===== src/rtl/lighthouse_emitter.sv =====
// Synthetic lighthouse base station: per frame, one sync flash whose width encodes
// {skip, data_bit, axis}, then one sweep hit at a programmable delay; axis alternates.
module lighthouse_emitter #(
  parameter int CLK_PER_US   = 50,
  parameter int PERIOD_US    = 8333,
  parameter int SYNC_BASE_US = 63,
  parameter int SYNC_STEP_US = 10,
  parameter int SWEEP_US     = 10
) (
  input  logic        clock,
  input  logic        reset_n,
  input  logic        enable,
  input  logic [13:0] sweep_delay_x,
  input  logic [13:0] sweep_delay_y,
  input  logic        skip,
  input  logic        data_bit,
  output logic        sensor_o,
  output logic        axis_o,
  output logic        frame_start,
  output logic        busy
);

  localparam int PW = $clog2(CLK_PER_US);

  typedef enum logic [2:0] {IDLE, SYNC, GAP, SWEEP, TAIL} state_t;

  state_t        state, state_d;
  logic [PW-1:0] presc;
  logic [13:0]   us_cnt;
  logic          enable_q;
  logic [14:0]   w_q, d_q, e_q;
  logic          sweep_en_q;

  logic          us_tick;
  logic [14:0]   us_next;
  logic          frame_end, frame_go, axis_new;
  logic [2:0]    code;
  logic [14:0]   w_calc, d_raw, d_calc, e_calc;
  logic          sweep_ok;

  assign us_tick   = (presc == PW'(CLK_PER_US - 1));
  assign us_next   = {1'b0, us_cnt} + 15'd1;
  assign frame_end = (state != IDLE) && us_tick && (us_next == 15'(PERIOD_US));
  // A frame restarts on its own end edge; from IDLE, enable registered one edge earlier starts it.
  assign frame_go  = (frame_end && enable) || ((state == IDLE) && enable_q);
  assign axis_new  = frame_end ? ~axis_o : axis_o;

  // Frame parameters are captured at frame start for the axis the new frame will carry.
  assign code     = {skip, data_bit, axis_new};
  assign w_calc   = 15'(SYNC_BASE_US) + 15'(SYNC_STEP_US) * {12'd0, code};
  assign d_raw    = axis_new ? {1'b0, sweep_delay_y} : {1'b0, sweep_delay_x};
  assign d_calc   = (d_raw < w_calc + 15'd1) ? w_calc + 15'd1 : d_raw;
  assign e_calc   = d_calc + 15'(SWEEP_US);
  assign sweep_ok = (e_calc <= 15'(PERIOD_US - 1));

  // NOTE: sequential state uses non-blocking assignments so every register samples pre-edge values.
  always_ff @(posedge clock or negedge reset_n) begin
    if (!reset_n) begin
      state      <= IDLE;
      presc      <= '0;
      us_cnt     <= '0;
      enable_q   <= 1'b0;
      axis_o     <= 1'b0;
      w_q        <= '0;
      d_q        <= '0;
      e_q        <= '0;
      sweep_en_q <= 1'b0;
    end else begin
      state    <= state_d;
      enable_q <= enable;
      if (frame_end)
        axis_o <= ~axis_o;
      if (frame_go) begin
        presc      <= '0;
        us_cnt     <= '0;
        w_q        <= w_calc;
        d_q        <= d_calc;
        e_q        <= e_calc;
        sweep_en_q <= sweep_ok;
      end else if (state != IDLE && !frame_end) begin
        presc <= us_tick ? '0 : presc + PW'(1);
        if (us_tick)
          us_cnt <= us_next[13:0];
      end else begin
        presc  <= '0;
        us_cnt <= '0;
      end
    end
  end

  // NOTE: default assignment first so no path through the case leaves state_d unassigned (no latch).
  always_comb begin
    state_d = state;
    if (frame_go) begin
      state_d = SYNC;
    end else if (frame_end) begin
      state_d = IDLE;
    end else begin
      case (state)
        SYNC:    if (us_tick && us_next == w_q) state_d = GAP;
        GAP: begin
          if (!sweep_en_q)                        state_d = TAIL;
          else if (us_tick && us_next == d_q)     state_d = SWEEP;
        end
        SWEEP:   if (us_tick && us_next == e_q) state_d = TAIL;
        default: state_d = state;
      endcase
    end
  end

  always_comb begin
    sensor_o    = (state == SYNC) || (state == SWEEP);
    busy        = (state != IDLE);
    frame_start = (state == SYNC) && (us_cnt == '0) && (presc == '0);
  end

endmodule


===== config.mk =====
export PLATFORM = sky130hd
export DESIGN_NAME = lighthouse_emitter
export DESIGN_NICKNAME = d
export VERILOG_FILES = /design/src/rtl/lighthouse_emitter.sv
export SDC_FILE = /design/constraint.sdc
export NUM_CORES = 1
export LEC_CHECK = 0
export BUFFER_PORTS_ARGS = -buffer_cell sky130_fd_sc_hd__buf_2
export CAP_MARGIN = 20
export CORE_MARGIN = 2
export CORE_UTILIZATION = 48
export DETAILED_ROUTE_END_ITERATION = 16
export PLACE_DENSITY = 0.71
export SLEW_MARGIN = 5
export SYNTH_ARGS = -nofsm -noshare
export SYNTH_HDL_FRONTEND = slang
export SYNTH_SLANG_ARGS = --single-unit

===== constraint.sdc =====
create_clock -name clock -period 20.1 [get_ports clock]
set_input_delay 3.015 -clock clock [delete_from_list [all_inputs] [get_ports clock]]
set_output_delay 3.015 -clock clock [all_outputs]
set_load 0.05 [all_outputs]

==> impl_metrics.ini, run 1 <==
[power_and_ir_drop]
p_leak_nw = 2.38
ir_drop_mv = 0.0327
pwr-share-clk = 0.443
totalPowerFinal_mw = 0.277
powerDensity_mw_per_mm2 = 50.3
internal_power_mw = 0.206
comb_power_share = 0.106
power_frac_seq = 0.451
p_sw_mw = 0.0715
sw_frac_of_total = 0.258

[clock_network]
clock-sinks = 62
htreeDepth = 3
post_cts_resized = 0
cts_tree = done
clockBufferDepth = 2
cts.clk_slew.worst_paths_ns = 0.08
cts_hold_buf = 0
root_buffer = clkbuf_8
cts_made_buffers = 9
clk_latency_ns = 0.35
cts_setup_buffers = 0

[placed_design]
numPortBuffers = 36
dp_hpwl_um = 10200
place.gp.congestion = 0.928
place_area_mm2 = 0.00529

[worst_setup_path]
r2r_cells = 31
path_class = flop to flop
worstPathRequired_ns = 20.34
r2r_slack_ns = 11.28
crit_path_max_incr_delay_ns = 0.69
r2r_start = us_cnt[0]
path_max_fanout = 25
critical_path_arrival_ns = 9.06
crit_start = us_cnt[0]
crit_end = e_q[11]
cp-start-kind = flop
cp_slowest_cell = or4_4
rr_endpoint = e_q[11]
end_kind = flop

[route]
vias_per_cell = 5.97
wl_per_cell_um = 17.5
first_iter_violations = 414
drtPass1Iterations = 6
drc = 0
ant_nets = 0
routed_wl_um = 13500
vias = 4623

[timing]
slew_violations = 0
setup_viol = 0
hold_viol = 0
tns_ns = 0
clock_skew_ns = 0.0107
worst_slew_pin_slew_ns = 0.785
period_minus_slack_ns = 8.82
rsz0062_at_grt = false
fin_crit_sh = 0.439
worst_slew_margin_rel = 0.473
hold_slack_ns = 0.492
fmax_mhz = 113

[floorplan]
dieWidth_um = 106
core_mm2 = 0.0102
num_io_pins = 37
die-height_um = 106
row_count = 37
initial_core_util = 0.491
dieArea_mm2 = 0.0113

[synth]
seq_area_frac_synth = 0.309
synth_warnings = 0
synthDistinctLibCells = 76
syn_nets = 661
synth_area_per_cell_um2 = 8.24
async_flop_share = 1.00
synth-seq-cells = 62
synth_edf_count = 0
netlist_area_mm2 = 0.00503
synth_cells = 610
synth_flop_cell = dfrtp_1

[finish]
area.growth.synth_to_final_pct = 9.71
drive_above_1_share = 0.133
final_util = 0.539
n_antenna_cell = 0
final_cell_mix = nor2_1 (76), nand2_1 (70), dfrtp_1 (62)
layout.cell_area.non_filler_mm2 = 0.00551
final_common_cell = nor2_1
nNetsFinal = 684

[grt]
overflow = 0
grt_first_pass_wirelength_um = 22200
grt_max_degree = 63
grt_pass1_vias = 4410
antenna_found_initial = 0
grt_use_total = 0.248

[run]
maxCapViolCount = 0

[min_path]
worstHoldPathType = flop to flop

[status]
status = finished clean
-- cell families (layout without fill, tap and decap cells) --
kind of cell / after synthesis / count (layout) / share of synthesized area
other cells: 1 / 1 / 0.000746
mux: 17 / 17 / 0.0366
compound gates: 112 / 112 / 0.150
flops: 62 / 62 / 0.309
fa+ha+maj: 18 / 18 / 0.0448
buf+inv: 44 / 72 / 0.0371
xor+xnor: 78 / 78 / 0.136
simple gates: 278 / 278 / 0.287
-- cell usage after synthesis (all sizes together), types with 2 or more instances --
library cell  instances  area share
xor2                 27       0.047
and4                  5      0.0087
o21a                  4      0.0060
inv                  13      0.0097
o22ai                 3      0.0050
a211oi                6      0.0090
o21ai                29       0.031
nand2                71       0.055
a311oi                2      0.0035
or3                  10       0.013
buf                  10       0.011
mux2                  5       0.012
dfrtp                62        0.31
nand2b                7      0.0087
xnor2                51       0.089
nand4                11       0.017
o31ai                 4      0.0060
nand4b                4      0.0070
a2111oi               2      0.0035
and4b                 2      0.0040
nand3                27       0.027
ha                   18       0.045
mux2i                12       0.025
nor2                 76       0.057
nor4b                 3      0.0065
a21oi                28       0.028
or2                   3      0.0042
nor2b                 5      0.0062
and2                 11       0.014
nor3                 16       0.022
nor4                 12       0.015
o211ai                3      0.0045
o41ai                 3      0.0082
clkbuf               20       0.015
o311ai                2      0.0035
a31oi                10       0.012
and3                  8       0.010
a22oi                 3      0.0045
or4                   4      0.0067
-- cell type report --
| cell class | count | area [µm²] |
|---|---|---|
| Sequential cell | 62 | 1550 |
| Clock inverter | 7 | 98.8 |
| Multi-Input combinational cell | 504 | 3290 |
| Fill cell | 953 | 4720 |
| Tap cell | 136 | 170 |
| Clock buffer | 9 | 124 |
| Timing Repair Buffer | 42 | 223 |
| Inverter | 14 | 53.8 |
-- stage by stage --
step	setup slack [ns]	std cells
finish	11.28	774
global route	10.68	774
CTS	11.43	773
detailed placement	11.23	757
global placement	11.52	757
floorplan	12.02	610
-- registers in the layout, summed over array words and instances (netlist names) --
signal	cells
e_q	15
us_cnt	14
d_q	13
w_q	8
presc	6
state	3
axis_o	1
enable_q	1
sweep_en_q	1
-- power groups by stage --
stage          registers (mW)  clock network, mW  logic (mW)
2_1_floorplan           0.127                  0      0.0169
3_3_place_gp            0.127                  0      0.0282
3_5_place_dp            0.127                  0      0.0289
4_1_cts                 0.125              0.124      0.0291
5_1_grt                 0.125              0.131      0.0329
6_report                0.125              0.123      0.0295
-- layer usage --
| metal | share of wire | vias to the layer above | GRT usage |
|---|---|---|---|
| met5 | 0 | - | 0 |
| li1 | - | 2219 | - |
| met3 | 0.051 | 39 | 0.0294 |
| met2 | 0.46 | 184 | 0.395 |
| met4 | 0.036 | 0 | 0.120 |
| met1 | 0.45 | 2181 | 0.333 |
-- worst min-delay path by stage --
stage,from,end,slack [ns],depth (start not counted)
3_3_place_gp,w_q[0],w_q[0],0.48,1
5_1_grt,w_q[0],w_q[0],0.52,1
6_report,w_q[0],w_q[0],0.49,1
2_1_floorplan,w_q[0],w_q[0],0.46,1
4_1_cts,w_q[0],w_q[0],0.50,1
3_5_place_dp,w_q[0],w_q[0],0.48,1
-- critical path: cells and delay by family (launching register included) --
family	cells	cell delay (ns)
muxes	1	0.12
DFF	1	0.52
and+or+nand+nor	18	5.00
adders and majority gates	3	1.20
buffers and inverters	2	0.48
xor gates and xnor gates	1	0.23
AOI/OAI and AO/OA	6	1.13
Note: power is estimated with default switching activity, not from simulation.
==> run 2, diff against run 1 <==
PLACE_DENSITY = 0.73   (was 0.71)
clock period = 7.8 ns   (was 20.1 ns; I/O delays follow)
==> impl_metrics.ini, run 2 (synthesized netlist as in run 1, its figures left out) <==
[worst_setup_path]
cp_slowest_cell = or4_4
crit_family = simple AND/OR/NAND/NOR gates
worstPathRequired_ns = 8.09
path_max_fanout = 7
crit_start = us_cnt[8]
r2r_cells = 28
cp-start-kind = flop
crit_buf_inv = 1
crit_end = sweep_en_q
r2r_slack_ns = 0.52
r2r_start = us_cnt[8]
critical_path_arrival_ns = 7.57
cp.depth = 28
rr_endpoint = sweep_en_q
crit_path_max_incr_delay_ns = 0.54
end_kind = flop
path_class = flop to flop

[route]
drtPass1Iterations = 7
wl_per_cell_um = 17.7
vias = 4664
drc = 0
first_iter_violations = 307
routed_wl_um = 14100
ant_nets = 0
vias_per_cell = 5.88

[floorplan]
dieWidth_um = 106
die-height_um = 106
num_io_pins = 37
initial_core_util = 0.491
dieArea_mm2 = 0.0113
core_mm2 = 0.0102
row_count = 37

[min_path]
worstHoldPathType = flop to flop

[grt]
grt_util_met3 = 0.0503
busiest_layer = met2
grt_use_total = 0.259
grt_max_degree = 63
grt_pass1_vias = 4633
grt_first_pass_wirelength_um = 23000
overflow = 0
grtUsageMet1 = 0.324
antenna_found_initial = 0
met2_usage = 0.436

[clock_network]
cts_tree = done
cts.clk_slew.worst_paths_ns = 0.08
cts_made_buffers = 9
clk_latency_ns = 0.36
clockBufferDepth = 2
root_buffer = clkbuf_8
htreeDepth = 3
clock-sinks = 62
cts_hold_buf = 0

[timing]
worst_slew_margin_rel = 0.476
period_minus_slack_ns = 7.28
fin_crit_sh = 0.933
hold_slack_ns = 0.495
setup_viol = 0
hold_viol = 0
rsz0062_at_grt = false
fin_ws_ns = 0.522
fmax_mhz = 137
tns_ns = 0
slew_violations = 0
clock_skew_ns = 0.0177
worst_slew_pin_slew_ns = 0.786

[finish]
stdcell_count = 793
nNetsFinal = 703
final_util = 0.556
reg.largest.list = e_q: 15 flops, us_cnt: 14 flops, d_q: 13 flops
fillerInstances = 980
layout.cell_area.non_filler_mm2 = 0.00569
drive_above_1_share = 0.181
n_antenna_cell = 0
area.growth.synth_to_final_pct = 13.2
final_common_cell = nor2_1
largest_register_ffs = 15
final_cell_mix = nor2_1 (76), nand2_1 (70), dfrtp_1 (56)
regMostFlops = e_q

[run]
maxCapViolCount = 0

[placed_design]
place.gp.congestion = 0.912
dp_cells = 773
place_area_mm2 = 0.00541
numPortBuffers = 36
dp_hpwl_um = 10700
post-place-ws_ns = 0.0882

[power_and_ir_drop]
totalPowerFinal_mw = 0.695
powerDensity_mw_per_mm2 = 122
p_leak_nw = 2.45
ir_drop_mv = 0.0830

[status]
status = finished clean
-- run 2: worst register-to-register path, delay by kind of cell (launching register included) --
family | cells | cell delay (ns)
AO/OA/AOI/OAI | 8 | 1.98
XOR/XNOR | 1 | 0.13
AND/OR/NAND/NOR | 14 | 3.23
buffers and inverters | 1 | 0.19
multiplexers | 1 | 0.39
flip-flops | 1 | 0.49
adder cells (fa/ha/maj) | 3 | 0.83
-- run 2: worst min path at each step --
stage	from	to	slack, ns	cells past startpoint
2_1_floorplan	w_q[0]	w_q[0]	0.46	1
3_3_place_gp	e_q[2]	e_q[2]	0.48	2
3_5_place_dp	e_q[2]	e_q[2]	0.48	2
4_1_cts	e_q[2]	e_q[2]	0.50	2
5_1_grt	e_q[2]	e_q[2]	0.52	2
6_report	e_q[2]	e_q[2]	0.50	2
-- run 2: area by class of cell --
cell class | instances | area [µm²] | area share
clock buffers | 9 | 124 | 0.0218
clock inverters | 7 | 77.6 | 0.0136
inverters | 14 | 53.8 | 0.00946
multi-input cells | 504 | 3340 | 0.586
flip-flops and latches | 62 | 1560 | 0.274
well taps | 136 | 170 | 0.0299
repair buffers | 61 | 368 | 0.0647
-- run 2: per-layer routing --
metal / vias to the layer above / part of all wire
met3: 36 / 0.060
met5: - / 0
li1: 2250 / -
met4: 0 / 0.030
met1: 2202 / 0.43
met2: 176 / 0.48
-- run 2: where the power goes --
group          leakage [nW]  internal [mW]  total [mW]  switching [mW]
sequential            0.836          0.321       0.322        0.000342
combinational          1.52         0.0303      0.0783          0.0480
clock                 0.101          0.151       0.295           0.144
-- run 2: repair_timing --
action,4_1_cts,5_1_grt
setup endpoints to repair,0,11
buffers inserted,0,4
gates resized for setup,0,20
==> run 3, diff against run 2 <==
CELL_PAD_IN_SITES_DETAIL_PLACEMENT = 0   (was default)
CELL_PAD_IN_SITES_GLOBAL_PLACEMENT = 1   (was default)
CORE_UTILIZATION = 42   (was 48)
PLACE_DENSITY = 0.82   (was 0.73)
==> impl_metrics.ini, run 3 (synthesized netlist as in run 1, its figures left out) <==
[floorplan]
dieArea_mm2 = 0.0129
die-height_um = 113
initial_core_util = 0.435
num_io_pins = 37
row_count = 39
core_mm2 = 0.0116
dieWidth_um = 113

[worst_setup_path]
path_max_fanout = 9
worstPathRequired_ns = 8.01
end_kind = flop
critical_path_arrival_ns = 7.66
path_class = flop to flop
r2r_slack_ns = 0.35
r2r_start = us_cnt[3]
crit_path_max_incr_delay_ns = 0.58
cp_slowest_cell = dfrtp_1
r2r_cells = 28
rr_endpoint = sweep_en_q
cp-start-kind = flop

[power_and_ir_drop]
p_leak_nw = 2.51
totalPowerFinal_mw = 0.847
powerDensity_mw_per_mm2 = 145
ir_drop_mv = 0.0926

[timing]
clock_skew_ns = 0.00735
hold_slack_ns = 0.502
worst_slew_pin_slew_ns = 0.806
period_minus_slack_ns = 7.45
fin_ws_ns = 0.348
fin_crit_sh = 0.955
slew_violations = 0
fmax_mhz = 134
worst_slew_margin_rel = 0.463
setup_viol = 0
hold_viol = 0

[finish]
regMostFlops = e_q
multi_input_area_mm2 = 0.00336
largest_register_ffs = 15
final_util = 0.504
n_antenna_cell = 0
fillerInstances = 1095
reg.largest.list = e_q: 15 flops, us_cnt: 14 flops, d_q: 13 flops
final_cell_mix = nor2_1 (76), nand2_1 (69), dfrtp_1 (60)
layout.cell_area.non_filler_mm2 = 0.00583
area.growth.synth_to_final_pct = 16.0
drive_above_1_share = 0.179
final_common_cell = nor2_1
nNetsFinal = 700
seqCellArea_mm2 = 0.00155

[clock_network]
cts_made_buffers = 9
clockBufferDepth = 2
cts.clk_slew.worst_paths_ns = 0.06
clk_latency_ns = 0.33
htreeDepth = 3
root_buffer = clkbuf_16
cts_tree = done
clock-sinks = 62

[placed_design]
place_area_mm2 = 0.00539
numPortBuffers = 36
dp_hpwl_um = 10800
post-place-ws_ns = 0.000884
place.gp.congestion = 0.954

[grt]
grt_first_pass_wirelength_um = 23400
overflow = 0
grt_max_degree = 63
grt_pass1_vias = 4561
antenna_found_initial = 0
grt_use_total = 0.227

[route]
drc = 0
wl_per_cell_um = 17.8
vias_per_cell = 5.89
drtPass1Iterations = 5
routed_wl_um = 14200
vias = 4692
ant_nets = 0
first_iter_violations = 393

[run]
maxCapViolCount = 0

[min_path]
hp-start = e_q[5]
hold_depth = 2
worstHoldPathType = flop to flop
worstHoldEndpoint = e_q[5]

[status]
status = finished clean
==> run 3: area by class of cell <==
type,count,share of cell area
inverters,14,0.00923
multi-input cells,504,0.577
repair buffers,58,0.0593
well taps,143,0.0307
clock inverters,7,0.0182
flip-flops and latches,62,0.267
clock buffers,9,0.0386
==> run 3: what timing repair did <==
| action | in CTS | in global routing |
|---|---|---|
| hold buffers | 0 | 0 |
| buffers inserted | 0 | 4 |
| hold endpoints to repair | 0 | 0 |
| resized for setup | 3 | 19 |
| setup endpoints to repair | 2 | 11 |
| pin swaps | 0 | 2 |
==> run 3: power by group <==
part	internal (mW)	switching [mW]	total, mW
clock network	0.285	0.159	0.443
logic	0.0315	0.0500	0.0815
registers	0.322	0.000360	0.322
==> run 3: metal layers <==
layer  part of all wire  wire (µm)  vias up  GRT usage
li1                   -          -     2261          -
met1               0.46       6460     2227      0.316
met2               0.47       6600      172      0.357
met3              0.048        686       32     0.0329
met4              0.029        415        0     0.0870
met5                  0          0        -          0
==> run 3: worst max path at each step <==
stage,start,end
final,us_cnt[3],sweep_en_q
after global routing,us_cnt[0],sweep_en_q
after CTS,us_cnt[0],e_q[11]
after detailed placement,us_cnt[0],e_q[11]
after global placement,us_cnt[0],e_q[11]
after floorplan,us_cnt[1],e_q[11]
==> run 3: critical path, delay by kind of cell (launching register included) <==
| family | cells | cell delay, ns |
|---|---|---|
| and+or+nand+nor | 17 | 3.83 |
| xor gates and xnor gates | 1 | 0.17 |
| AOI/OAI and AO/OA | 5 | 1.27 |
| muxes | 2 | 0.70 |
| adders and majority gates | 3 | 0.76 |
| DFF | 1 | 0.58 |
==> run 3: per-stage QoR <==
| step | cells | setup TNS, ns |
|---|---|---|
| 4_1_cts | 793 | 0 |
| 2_1_floorplan | 610 | 0 |
| 5_1_grt | 797 | -0.0895 |
| 6_report | 797 | 0 |
| 3_3_place_gp | 777 | 0 |
| 3_5_place_dp | 777 | 0 |
